### config.mk
export PLATFORM = sky130hd
export DESIGN_NAME = mem_dport_bridge
export DESIGN_NICKNAME = d
export VERILOG_FILES = /design/src/rtl/mem_dport_bridge.sv
export SDC_FILE = /design/constraint.sdc
export NUM_CORES = 1
export LEC_CHECK = 0
export ABC_AREA = 0
export BUFFER_PORTS_ARGS = -buffer_cell sky130_fd_sc_hd__buf_2
export CAP_MARGIN = 20
export CORE_UTILIZATION = 40
export DETAILED_ROUTE_END_ITERATION = 8
export PLACE_DENSITY = 0.78
export SYNTH_ARGS = -nofsm -noshare
export SYNTH_HDL_FRONTEND = slang
export SYNTH_SLANG_ARGS = --single-unit
export TNS_END_PERCENT = 100
### constraint.sdc
create_clock -name clk -period 2.1 [get_ports clk]
set_input_delay 0.42 -clock clk [delete_from_list [all_inputs] [get_ports clk]]
set_output_delay 0.42 -clock clk [all_outputs]
set_load 0.05 [all_outputs]
### src/rtl/mem_dport_bridge.sv
// Load/store front end for the shared async-read scratchpad: word-aligned accesses with byte masks,
// lane extraction/extension of load data, 1-entry registered response. Optional counters: MEM_DPORT_BRIDGE_PERF_EN.
module mem_dport_bridge #(
    parameter int unsigned ADDR_WIDTH = 21,
    parameter int unsigned DATA_WIDTH = 32
) (
    input  logic                    clk,
    input  logic                    rst_n,
    input  logic                    req_valid,
    output logic                    req_ready,
    input  logic [ADDR_WIDTH-1:0]   req_addr,
    input  logic [DATA_WIDTH-1:0]   req_wdata,
    input  logic                    req_fcn,
    input  logic [2:0]              req_typ,
    output logic                    resp_valid,
    input  logic                    resp_ready,
    output logic [DATA_WIDTH-1:0]   resp_rdata,
    output logic                    resp_err,
    output logic [ADDR_WIDTH-1:0]   mem_addr,
    output logic [DATA_WIDTH-1:0]   mem_wdata,
    output logic [DATA_WIDTH/8-1:0] mem_mask,
    output logic                    mem_wen,
    input  logic [DATA_WIDTH-1:0]   mem_rdata
`ifdef MEM_DPORT_BRIDGE_PERF_EN
    ,
    output logic [31:0]             perf_ld_cnt,
    output logic [31:0]             perf_st_cnt,
    output logic [31:0]             perf_err_cnt
`endif
);

    localparam int unsigned MASK_W = DATA_WIDTH / 8;

    localparam logic [2:0] TYP_B  = 3'd1;
    localparam logic [2:0] TYP_H  = 3'd2;
    localparam logic [2:0] TYP_W  = 3'd3;
    localparam logic [2:0] TYP_BU = 3'd5;
    localparam logic [2:0] TYP_HU = 3'd6;

    generate
        if (DATA_WIDTH != 32) begin : g_bad_width
            $error("mem_dport_bridge supports DATA_WIDTH == 32 only");
        end
    endgenerate

    logic                  resp_valid_q, resp_valid_d;
    logic [DATA_WIDTH-1:0] resp_rdata_q, resp_rdata_d;
    logic                  resp_err_q,   resp_err_d;

    logic [1:0]            off;
    logic                  fire;
    logic                  err;
    logic                  typ_ok;
    logic                  misalign;
    logic [MASK_W-1:0]     mask_base;
    logic [DATA_WIDTH-1:0] wdata_rep;
    logic [DATA_WIDTH-1:0] lane;
    logic [DATA_WIDTH-1:0] load_ext;

    assign off       = req_addr[1:0];
    assign req_ready = !resp_valid_q || resp_ready;
    assign fire      = req_valid && req_ready;
    assign mem_addr  = {req_addr[ADDR_WIDTH-1:2], 2'b00};
    assign lane      = mem_rdata >> {off, 3'b000};

    // Access-type decode: lane mask, replicated store data, alignment check, load extension
    always_comb begin
        typ_ok    = 1'b1;
        misalign  = 1'b0;
        mask_base = '0;
        wdata_rep = '0;
        load_ext  = '0;
        case (req_typ)
            TYP_B, TYP_BU: begin
                mask_base = MASK_W'(4'b0001);
                wdata_rep = {4{req_wdata[7:0]}};
                load_ext  = (req_typ == TYP_B) ? {{24{lane[7]}}, lane[7:0]}
                                               : {24'd0, lane[7:0]};
            end
            TYP_H, TYP_HU: begin
                mask_base = MASK_W'(4'b0011);
                wdata_rep = {2{req_wdata[15:0]}};
                misalign  = off[0];
                load_ext  = (req_typ == TYP_H) ? {{16{lane[15]}}, lane[15:0]}
                                               : {16'd0, lane[15:0]};
            end
            TYP_W: begin
                mask_base = MASK_W'(4'b1111);
                wdata_rep = req_wdata;
                misalign  = (off != 2'd0);
                load_ext  = lane;
            end
            default: typ_ok = 1'b0;
        endcase
        err = !typ_ok || misalign;
    end

    assign mem_mask  = mask_base << off;
    assign mem_wdata = wdata_rep;
    // Gated by rst_n so a store colliding with reset never reaches the memory
    assign mem_wen   = fire && req_fcn && !err && rst_n;

    always_comb begin
        resp_valid_d = resp_valid_q;
        resp_rdata_d = resp_rdata_q;
        resp_err_d   = resp_err_q;
        if (fire) begin
            resp_valid_d = 1'b1;
            resp_rdata_d = (req_fcn || err) ? '0 : load_ext;
            resp_err_d   = err;
        end else if (resp_ready) begin
            resp_valid_d = 1'b0;
        end
    end

    always_ff @(posedge clk or negedge rst_n) begin
        if (!rst_n) begin
            resp_valid_q <= 1'b0;
            resp_rdata_q <= '0;
            resp_err_q   <= 1'b0;
        end else begin
            resp_valid_q <= resp_valid_d;
            resp_rdata_q <= resp_rdata_d;
            resp_err_q   <= resp_err_d;
        end
    end

    assign resp_valid = resp_valid_q;
    assign resp_rdata = resp_rdata_q;
    assign resp_err   = resp_err_q;

`ifdef MEM_DPORT_BRIDGE_PERF_EN
    logic [31:0] perf_ld_q, perf_st_q, perf_err_q;

    // Errored accesses count only as errors, never as loads or stores
    always_ff @(posedge clk or negedge rst_n) begin
        if (!rst_n) begin
            perf_ld_q  <= '0;
            perf_st_q  <= '0;
            perf_err_q <= '0;
        end else if (fire) begin
            if (err)          perf_err_q <= perf_err_q + 32'd1;
            else if (req_fcn) perf_st_q  <= perf_st_q + 32'd1;
            else              perf_ld_q  <= perf_ld_q + 32'd1;
        end
    end

    assign perf_ld_cnt  = perf_ld_q;
    assign perf_st_cnt  = perf_st_q;
    assign perf_err_cnt = perf_err_q;
`endif

endmodule
==> results of run 1 <==
cell type report:
cell class | count | area share, %
inverters | 1 | 0.108
well taps | 77 | 2.78
flip-flops and latches | 34 | 24.6
multi-input cells | 210 | 44.3
repair buffers | 162 | 25.1
clock buffers | 5 | 1.99
clock inverters | 3 | 1.16
kinds of logic after synthesis:
group / count (synthesis) / share of synthesized area, %
and+or+nand+nor: 78 / 16.4
DFF: 34 / 32.2
muxes: 26 / 11.0
buffers and inverters: 47 / 10.8
AOI/OAI and AO/OA: 104 / 29.5
other: 1 / 0.142
placed cells by master (no fill, tap or decap), drive strengths merged, types with 2 or more instances in the layout:
cell and n:
a21oi 18, clkinv 2, nor2 15, a221o 16, nor3 3, mux2i 14
nand2b 2, nand3b 7, and2 8, conb 2, o21ai 24, nor2b 10
a21o 16, buf 161, clkbuf 6, mux2 11, nand2 21, nor3b 2
a22o 25, dfrtp 34, nand3 4
flip-flops by register name (all words and copies together), names as in the netlist:
register and count:
resp_err 1, resp_rdata 32, resp_valid 1
worst register-to-register path: stages, from the launching register on:
cell and delay (ns):
dfrtp_1 0.40, nand2b_4 0.10, o2111ai_2 0.12, buf_4 0.18, or3_1 0.60, o21ai_1 0.23
routing by layer:
| layer | global-route usage [%] | up-vias |
|---|---|---|
| li1 | - | 1302 |
| met1 | 26.8 | 1342 |
| met2 | 44.6 | 132 |
| met3 | 4.08 | 19 |
| met4 | 8.31 | 0 |
| met5 | 0 | - |
metrics by stage:
stage          cell area [sq um]  TNS, ns  cells
3_3_place_gp                3350        0    484
5_1_grt                     3460        0    492
4_1_cts                     3460        0    492
6_report                    3460        0    492
2_1_floorplan               2670  -0.0901    291
3_5_place_dp                3350        0    484
power by group:
group          total, mW  leakage, nW  internal, mW  switching, mW
combinational      0.865         1.41         0.266          0.599
clock              0.583       0.0579         0.349          0.234
sequential         0.710        0.462         0.690         0.0198
total               2.16         1.94          1.30          0.853
path summary, 6_finish.rpt:
path                       slack [ns]  cells past startpoint                       start                    endpoint
setup / recovery                 0.12                      7                  req_typ[1]               mem_wdata[21]
hold / removal                   0.20                      2                       rst_n   resp_rdata[8]$_DFFE_PN0P_
setup reg to reg                 0.38                      5      resp_valid$_DFFE_PN0P_  resp_rdata[12]$_DFFE_PN0P_
hold reg to reg                  0.48                      2  resp_rdata[13]$_DFFE_PN0P_  resp_rdata[13]$_DFFE_PN0P_
max in group asynchronous        1.59                      2                       rst_n   resp_rdata[5]$_DFFE_PN0P_
min in group clk                 0.39                      2                   req_valid      resp_valid$_DFFE_PN0P_
what timing repair did:
item / in CTS / in global routing
setup buffers: 0 / 0
endpoints found under the setup margin: 0 / 1
resized for setup: 0 / 1
==> flow_summary.toml, run 1 <==
[power_and_ir_drop]
p_leak_nw = 1.94
cellPowerDensity_nw_per_um2 = 624
power_mw = 2.16
peakVddDrop_v = 0.000427

[floorplan]
fp.dieH_um = 83.3
fp-row-count = 29
start_util_pct = 41.6
pin_count = 186
design.die.area_sq_um = 6940
die-width_um = 83.3
core_footprint_sq_um = 6350

[placed_design]
port_buffers = 145
gp_congestion = 0.862
placement.setup.worst_slack_ns = 0.0566
place.detailed.hpwl_um = 6370

[detailed_routing]
vias_per_cell = 5.68
routed_wirelength_um = 8350
detail_route.first_pass.iterations = 4
top_layer_used = "met4"
drt_iter0_markers = 123
post_drt_wl_per_cell_um = 17.0
met2_length_um = 4400
drcViolationCount = 0
antenna_violation_net_count_after_detailed_routing = 0
routed-via-count = 2795
m1WireLength_um = 3240
dr_wl_met3_um = 527

[timing]
max_clock_freq_mhz = 504
finalCriticalPeriod_ns = 1.98
final-max-slew-violation-count = 0
setup-violations-final = 0
fin_ws_ns = 0.117
timing.clock.skew_ns = 0.00259
relSlewSlack_pct = 51.9
timing.final.crit_share_pct = 94.4
hold_viol = 0
holdWs_ns = 0.201
rsz0062_at_grt = "false"
tightestPinTransition_ns = 0.722

[setup_path]
critical_path_buffer_and_inverter_count = 4
worstSetupEndpointType = "output port"
setup_crit_path_kind = "in -> out"
cp_max_fo = 17
startpoint_class = "input port"
worstPathRequired_ns = 1.68
cpPeakStageDelay_ns = 0.27
critical_path.top_delay_family = "buffers and inverters"
cp_cell_sequence = "buf_2 -> inv_2 -> nor2_1 -> buf_4 -> a21o_1 -> a22o_1 -> buf_2"
worst_path_max_delay_cell = "buf_2"
critPathArrivalTime_ns = 1.56
critPathMostFrequentCell = "buf_2"

[yosys]
post_synth.cell_area_avg_sq_um = 9.12
yosys.area.top_type = "dfrtp_1"
synth_enable_flop_cells = 0
synth.cell_area_sq_um = 2640
netlist_top_cells_area = "dfrtp_1, a22o_1, buf_4, a221o_1, mux2i_1"
yosys.cell_count.top_type = "dfrtp_1"
synth_seq_cells = 34
synth_sequential_area_ratio_pct = 32.2
synth_cells = 290
post_synth_most_frequent_cells = "dfrtp_1, a22o_1, buf_4"
synth-warning-count = 0
synth-main-ff-cell = "dfrtp_1"
synth_top_area_share_pct = 32.2
synth_cell_types = 40
async_sr_flop_fraction_pct = 100

[global_route]
vias_in_the_first_global_route = 2618
grt_overflow = 0
grt_util_all_layers_pct = 23.8
largest_net_degree_at_the_start_of_global_routing = 35
grt_antenna_before_repair = 0
wire_length_of_the_first_global_routing_pass_um = 13100

[clock_tree]
cts-root-to-sink-buffers = 2
insertion_delay_ns = 0.28
root_buffer = "clkbuf_8"
clock-sinks = 34
cts_tree = "yes"
post_cts_hold_buffer_count = 0
path_clk_slew_ns = 0.07
tritoncts.num_buffers = 5
clock_tree.htree_level_count = 2

[finish]
nets = 507
layout_cells_sized_above_1_pct = 46.7
fillerInstances = 623
antenna-diode-count = 0
area_overhead_of_the_layout_relative_to_synthesis_pct = 30.9
regArea_sq_um = 851
post-route-util_pct = 54.5
area_of_the_multi_input_gates_sq_um = 1530

[hold_path]
hold_path_class = "in -> async"

[outcome]
status = "completed"

[job]
timing.max_cap.violations = 0
(Power assumes the default switching activity.)
==> inputs of run 2 (changes only) <==
--- a/config.mk
+++ b/config.mk
@@ -6,11 +6,11 @@
 export NUM_CORES = 1
 export LEC_CHECK = 0
 export ABC_AREA = 0
-export BUFFER_PORTS_ARGS = -buffer_cell sky130_fd_sc_hd__buf_2
+export BUFFER_PORTS_ARGS = -buffer_cell sky130_fd_sc_hd__clkbuf_2
 export CAP_MARGIN = 20
-export CORE_UTILIZATION = 40
+export CORE_UTILIZATION = 42
 export DETAILED_ROUTE_END_ITERATION = 8
-export PLACE_DENSITY = 0.78
+export PLACE_DENSITY = 0.82
 export SYNTH_ARGS = -nofsm -noshare
 export SYNTH_HDL_FRONTEND = slang
 export SYNTH_SLANG_ARGS = --single-unit
==> run 2 against run 1 <==
Against the previous run: fmax is 1.4% lower; clock-buffer cell count stayed put; via count is 1.0% higher; hold slack worse by 0.00069 ns; design area is 4.0% higher; sequential power hardly changed; total power is 2.8% higher; critical path type unchanged; sequential cell count stayed put; clock power is 2% higher.
==> flow_summary.toml, run 2 (synthesis results as in run 1) <==
[finish]
area_overhead_of_the_layout_relative_to_synthesis_pct = 36.1
antenna-diode-count = 0
mostFrequentLayoutCell = "clkbuf_2"
nets = 508
post-route-util_pct = 60.1
layout.cells.most_common_list = "clkbuf_2, dfrtp_1, a22o_1"
largest_register_ffs = 32
layout_cells_sized_above_1_pct = 47.1

[timing]
hold_viol = 0
finalCriticalPeriod_ns = 2.01
relSlewSlack_pct = 37.6
setup-violations-final = 0
rsz0062_at_grt = "false"
fin_ws_ns = 0.0886
tightestPinTransition_ns = 0.928
setup-tns-final_ns = 0
holdWs_ns = 0.200
timing.final.crit_share_pct = 95.8
timing.clock.skew_ns = 0.00901
final-max-slew-violation-count = 0
max_clock_freq_mhz = 497

[hold_path]
hold_path_class = "in -> async"

[global_route]
grt_antenna_before_repair = 0
vias_in_the_first_global_route = 2572
grt_util_all_layers_pct = 25.3
wire_length_of_the_first_global_routing_pass_um = 12600
largest_net_degree_at_the_start_of_global_routing = 35
grt_overflow = 0

[clock_tree]
clock_tree.htree_level_count = 2
path_clk_slew_ns = 0.08
cts-root-to-sink-buffers = 2
post_cts_hold_buffer_count = 0
number_of_gates_given_a_new_drive_strength_after_cts = 2
clock-sinks = 34
root_buffer = "clkbuf_8"
post-cts-setup-buffer-count = 0
cts_tree = "yes"
tritoncts.num_buffers = 5
insertion_delay_ns = 0.29

[floorplan]
start_util_pct = 44.1
fp-row-count = 28
die-width_um = 81.3
fp.dieH_um = 81.3
core_footprint_sq_um = 5990
design.die.area_sq_um = 6620
pin_count = 186

[detailed_routing]
drcViolationCount = 0
antenna_violation_net_count_after_detailed_routing = 0
routed_wirelength_um = 8660
detail_route.first_pass.iterations = 7
post_drt_wl_per_cell_um = 17.6
drt_iter0_markers = 186
vias_per_cell = 5.75
routed-via-count = 2823

[placed_design]
port_buffers = 145
gp_congestion = 0.814
place.detailed.hpwl_um = 6620
placement.setup.worst_slack_ns = -0.0123

[setup_path]
worstSetupEndpointType = "output port"
worstPathRequired_ns = 1.68
setup_crit_path_kind = "in -> out"
critPathArrivalTime_ns = 1.59
startpoint_class = "input port"
cp_max_fo = 11

[power_and_ir_drop]
cellPowerDensity_nw_per_um2 = 616
p_leak_nw = 1.96
peakVddDrop_v = 0.000309

[outcome]
status = "completed"

[job]
timing.max_cap.violations = 0
run 2: metal layers:
layer	part of all wire (%)	up-vias	GRT usage, %
met4	0.90	0	5.54
met3	7.8	14	5.39
met5	0	-	0
li1	-	1299	-
met2	54	168	47.3
met1	38	1342	28.9
run 2: cell type report:
cell class              count  area (sq um)
inverters                   1          3.75
multi-input cells         210          1540
clock buffers               5          68.8
flip-flops and latches     34           851
well taps                  75          93.8
repair buffers            163          1000
fillers                   545          2390
clock inverters             3          40.0
run 2: worst paths after layout:
kind                                      startpoint                    endpoint  slack, ns  cells past startpoint
setup / recovery                          req_typ[1]               mem_wdata[21]       0.09                      7
hold / removal                                 rst_n  resp_rdata[30]$_DFFE_PN0P_       0.20                      2
setup reg to reg              resp_valid$_DFFE_PN0P_  resp_rdata[22]$_DFFE_PN0P_       0.31                      4
hold reg to reg            resp_rdata[0]$_DFFE_PN0P_   resp_rdata[0]$_DFFE_PN0P_       0.49                      2
max in group asynchronous                      rst_n   resp_rdata[7]$_DFFE_PN0P_       1.59                      2
min in group clk                       mem_rdata[27]  resp_rdata[27]$_DFFE_PN0P_       0.39                      2
run 2: through the flow:
stage | std cells | total power, mW | cell area (sq um)
after floorplan | 291 | 1.42 | 2670
after global placement | 483 | 1.61 | 3460
after detailed placement | 483 | 1.62 | 3460
after CTS | 491 | 2.21 | 3580
after global routing | 491 | 2.30 | 3600
final | 491 | 2.22 | 3600
run 2: worst max-delay path: stages:
cell      delay, ns
clkbuf_2       0.22
inv_2          0.09
nor2_1         0.15
buf_4          0.19
a21o_1         0.14
a22o_1         0.14
clkbuf_4       0.23
run 2: power breakdown:
group	switching (mW)	total [mW]	internal [mW]
combinational	0.611	0.911	0.300
sequential	0.0216	0.711	0.689
clock	0.246	0.595	0.349
==> inputs of run 3 (changes only) <==
--- a/config.mk
+++ b/config.mk
@@ -8,6 +8,7 @@
 export ABC_AREA = 0
 export BUFFER_PORTS_ARGS = -buffer_cell sky130_fd_sc_hd__clkbuf_2
 export CAP_MARGIN = 20
+export CORE_ASPECT_RATIO = 0.6
 export CORE_UTILIZATION = 42
 export DETAILED_ROUTE_END_ITERATION = 8
 export PLACE_DENSITY = 0.82
==> run 3 against run 2 <==
Against the previous run: first-iteration DRC count is 47% higher; sequential cell count stayed put; utilization is 0.76 points higher; setup slack better by 0.023 ns; cell count is 0.61% higher; wire length is 2.7% lower; clock power is 15% lower; global-route usage is 0.50 points higher; register-to-register slack worse by 0.03 ns; combinational power is 2.6% lower.
==> flow_summary.toml, run 3 (synthesis results as in run 1) <==
[global_route]
largest_net_degree_at_the_start_of_global_routing = 37
grt_util_all_layers_pct = 25.8
grt_overflow = 0
wire_length_of_the_first_global_routing_pass_um = 13600
vias_in_the_first_global_route = 2709
grt_antenna_before_repair = 0

[job]
timing.max_cap.violations = 0

[floorplan]
design.die.area_sq_um = 6630
fp-row-count = 21
die-width_um = 104
core_footprint_sq_um = 5810
start_util_pct = 45.5
pin_count = 186
fp.dieH_um = 63.5

[setup_path]
critical_path_cell_count = 7
critical_path_buffer_and_inverter_count = 4
worst_path_max_delay_cell = "clkbuf_2"
r2r-start = "resp_valid$_DFFE_PN0P_"
critPathMostFrequentCell = "clkbuf_2"
worstSetupEndpointType = "output port"
r2r_cells = 4
critical_path.top_delay_family = "buffers and inverters"
worstPathRequired_ns = 1.68
cp_max_fo = 17
startpoint_class = "input port"
cp_cell_sequence = "clkbuf_2 -> inv_2 -> nor2_1 -> buf_4 -> a21o_1 -> a22o_1 -> clkbuf_2"
crit_start = "req_typ[1]"
critPathArrivalTime_ns = 1.57
cpPeakStageDelay_ns = 0.23
setup_crit_path_kind = "in -> out"

[finish]
layout.cells.most_common_list = "clkbuf_2, dfrtp_1, a22o_1"
mostFrequentLayoutCell = "clkbuf_2"
layout_cells_sized_above_1_pct = 47.1
largest_register_ffs = 32
fin_cells = 494
area_of_the_multi_input_gates_sq_um = 1540
nets = 506
fillerInstances = 520
antenna-diode-count = 0
area_overhead_of_the_layout_relative_to_synthesis_pct = 33.6
postLayoutCellArea_sq_um = 3530
regArea_sq_um = 851

[power_and_ir_drop]
p_leak_nw = 1.92
power_mw = 2.10
peakVddDrop_v = 0.000282
cellPowerDensity_nw_per_um2 = 596

[clock_tree]
post-cts-setup-buffer-count = 0
clock_tree.htree_level_count = 2
insertion_delay_ns = 0.28
cts-root-to-sink-buffers = 2
root_buffer = "clkbuf_8"
cts_tree = "yes"
path_clk_slew_ns = 0.07
tritoncts.num_buffers = 5
clock-sinks = 34
post_cts_hold_buffer_count = 0

[detailed_routing]
drt_iter0_markers = 273
detail_route.first_pass.iterations = 4
vias_per_cell = 5.59
routed-via-count = 2759
post_drt_wl_per_cell_um = 17.1
antenna_violation_net_count_after_detailed_routing = 0
routed_wirelength_um = 8430
drcViolationCount = 0

[timing]
hold_viol = 0
relSlewSlack_pct = 42.6
final-max-slew-violation-count = 0
timing.final.crit_share_pct = 94.7
fin_ws_ns = 0.112
max_clock_freq_mhz = 503
tightestPinTransition_ns = 0.854
timing.clock.skew_ns = 0.00259
setup-violations-final = 0
rsz0062_at_grt = "false"
setup-tns-final_ns = 0
finalCriticalPeriod_ns = 1.99

[placed_design]
port_buffers = 145
placedCellCount = 486
place.detailed.hpwl_um = 6660
gp_congestion = 0.832
placement.setup.worst_slack_ns = 0.0359
postPlaceCellArea_sq_um = 3430

[hold_path]
hold_path_class = "in -> async"

[outcome]
status = "completed"
-- run 3: per-stage QoR --
stage / util [%] / hold slack, ns
global route: 60.8 / 0.214
CTS: 60.8 / 0.200
detailed placement: 59.1 / 0.481
finish: 60.8 / 0.182
global placement: 59.1 / 0.470
floorplan: - / 0.124
-- run 3: worst paths after layout --
kind | end | slack [ns]
setup / recovery | mem_wdata[18] | 0.11
hold / removal | resp_rdata[27]$_DFFE_PN0P_ | 0.18
setup reg to reg | resp_rdata[16]$_DFFE_PN0P_ | 0.28
hold reg to reg | resp_rdata[6]$_DFFE_PN0P_ | 0.50
max in group asynchronous | resp_rdata[15]$_DFFE_PN0P_ | 1.62
min in group clk | resp_valid$_DFFE_PN0P_ | 0.40
-- run 3: worst reg2reg max path, delay by kind of cell (launching register included) --
kind / cells / cell delay, ns
AOI/OAI and AO/OA: 2 / 0.48
DFF: 1 / 0.41
and+or+nand+nor: 2 / 0.87
-- run 3: power by group --
group | internal, mW | total, mW | switching (mW)
sequential | 0.690 | 0.713 | 0.0232
clock | 0.263 | 0.504 | 0.241
combinational | 0.282 | 0.887 | 0.604
total | 1.24 | 2.10 | 0.868
-- run 3: cell type report --
cell class                 count  area share [%]
timing repair buffer         161            26.8
inverter                       1           0.106
clock buffer                   6            2.34
sequential                    34            24.1
clock inverter                 2           0.354
tap                           80            2.83
multi-input combinational    210            43.5
-- run 3: routing by layer --
| layer | GRT usage, % | wire, um | vias up |
|---|---|---|---|
| met5 | 0 | 0 | - |
| met4 | 5.54 | 116 | 0 |
| met3 | 7.97 | 668 | 15 |
| met2 | 41.0 | 3770 | 110 |
| met1 | 34.4 | 3880 | 1337 |
| li1 | - | - | 1297 |
-- run 3: repair_timing --
action	CTS	global route
setup endpoints to repair	0	2
resized for setup	0	2
hold endpoints to repair	0	0
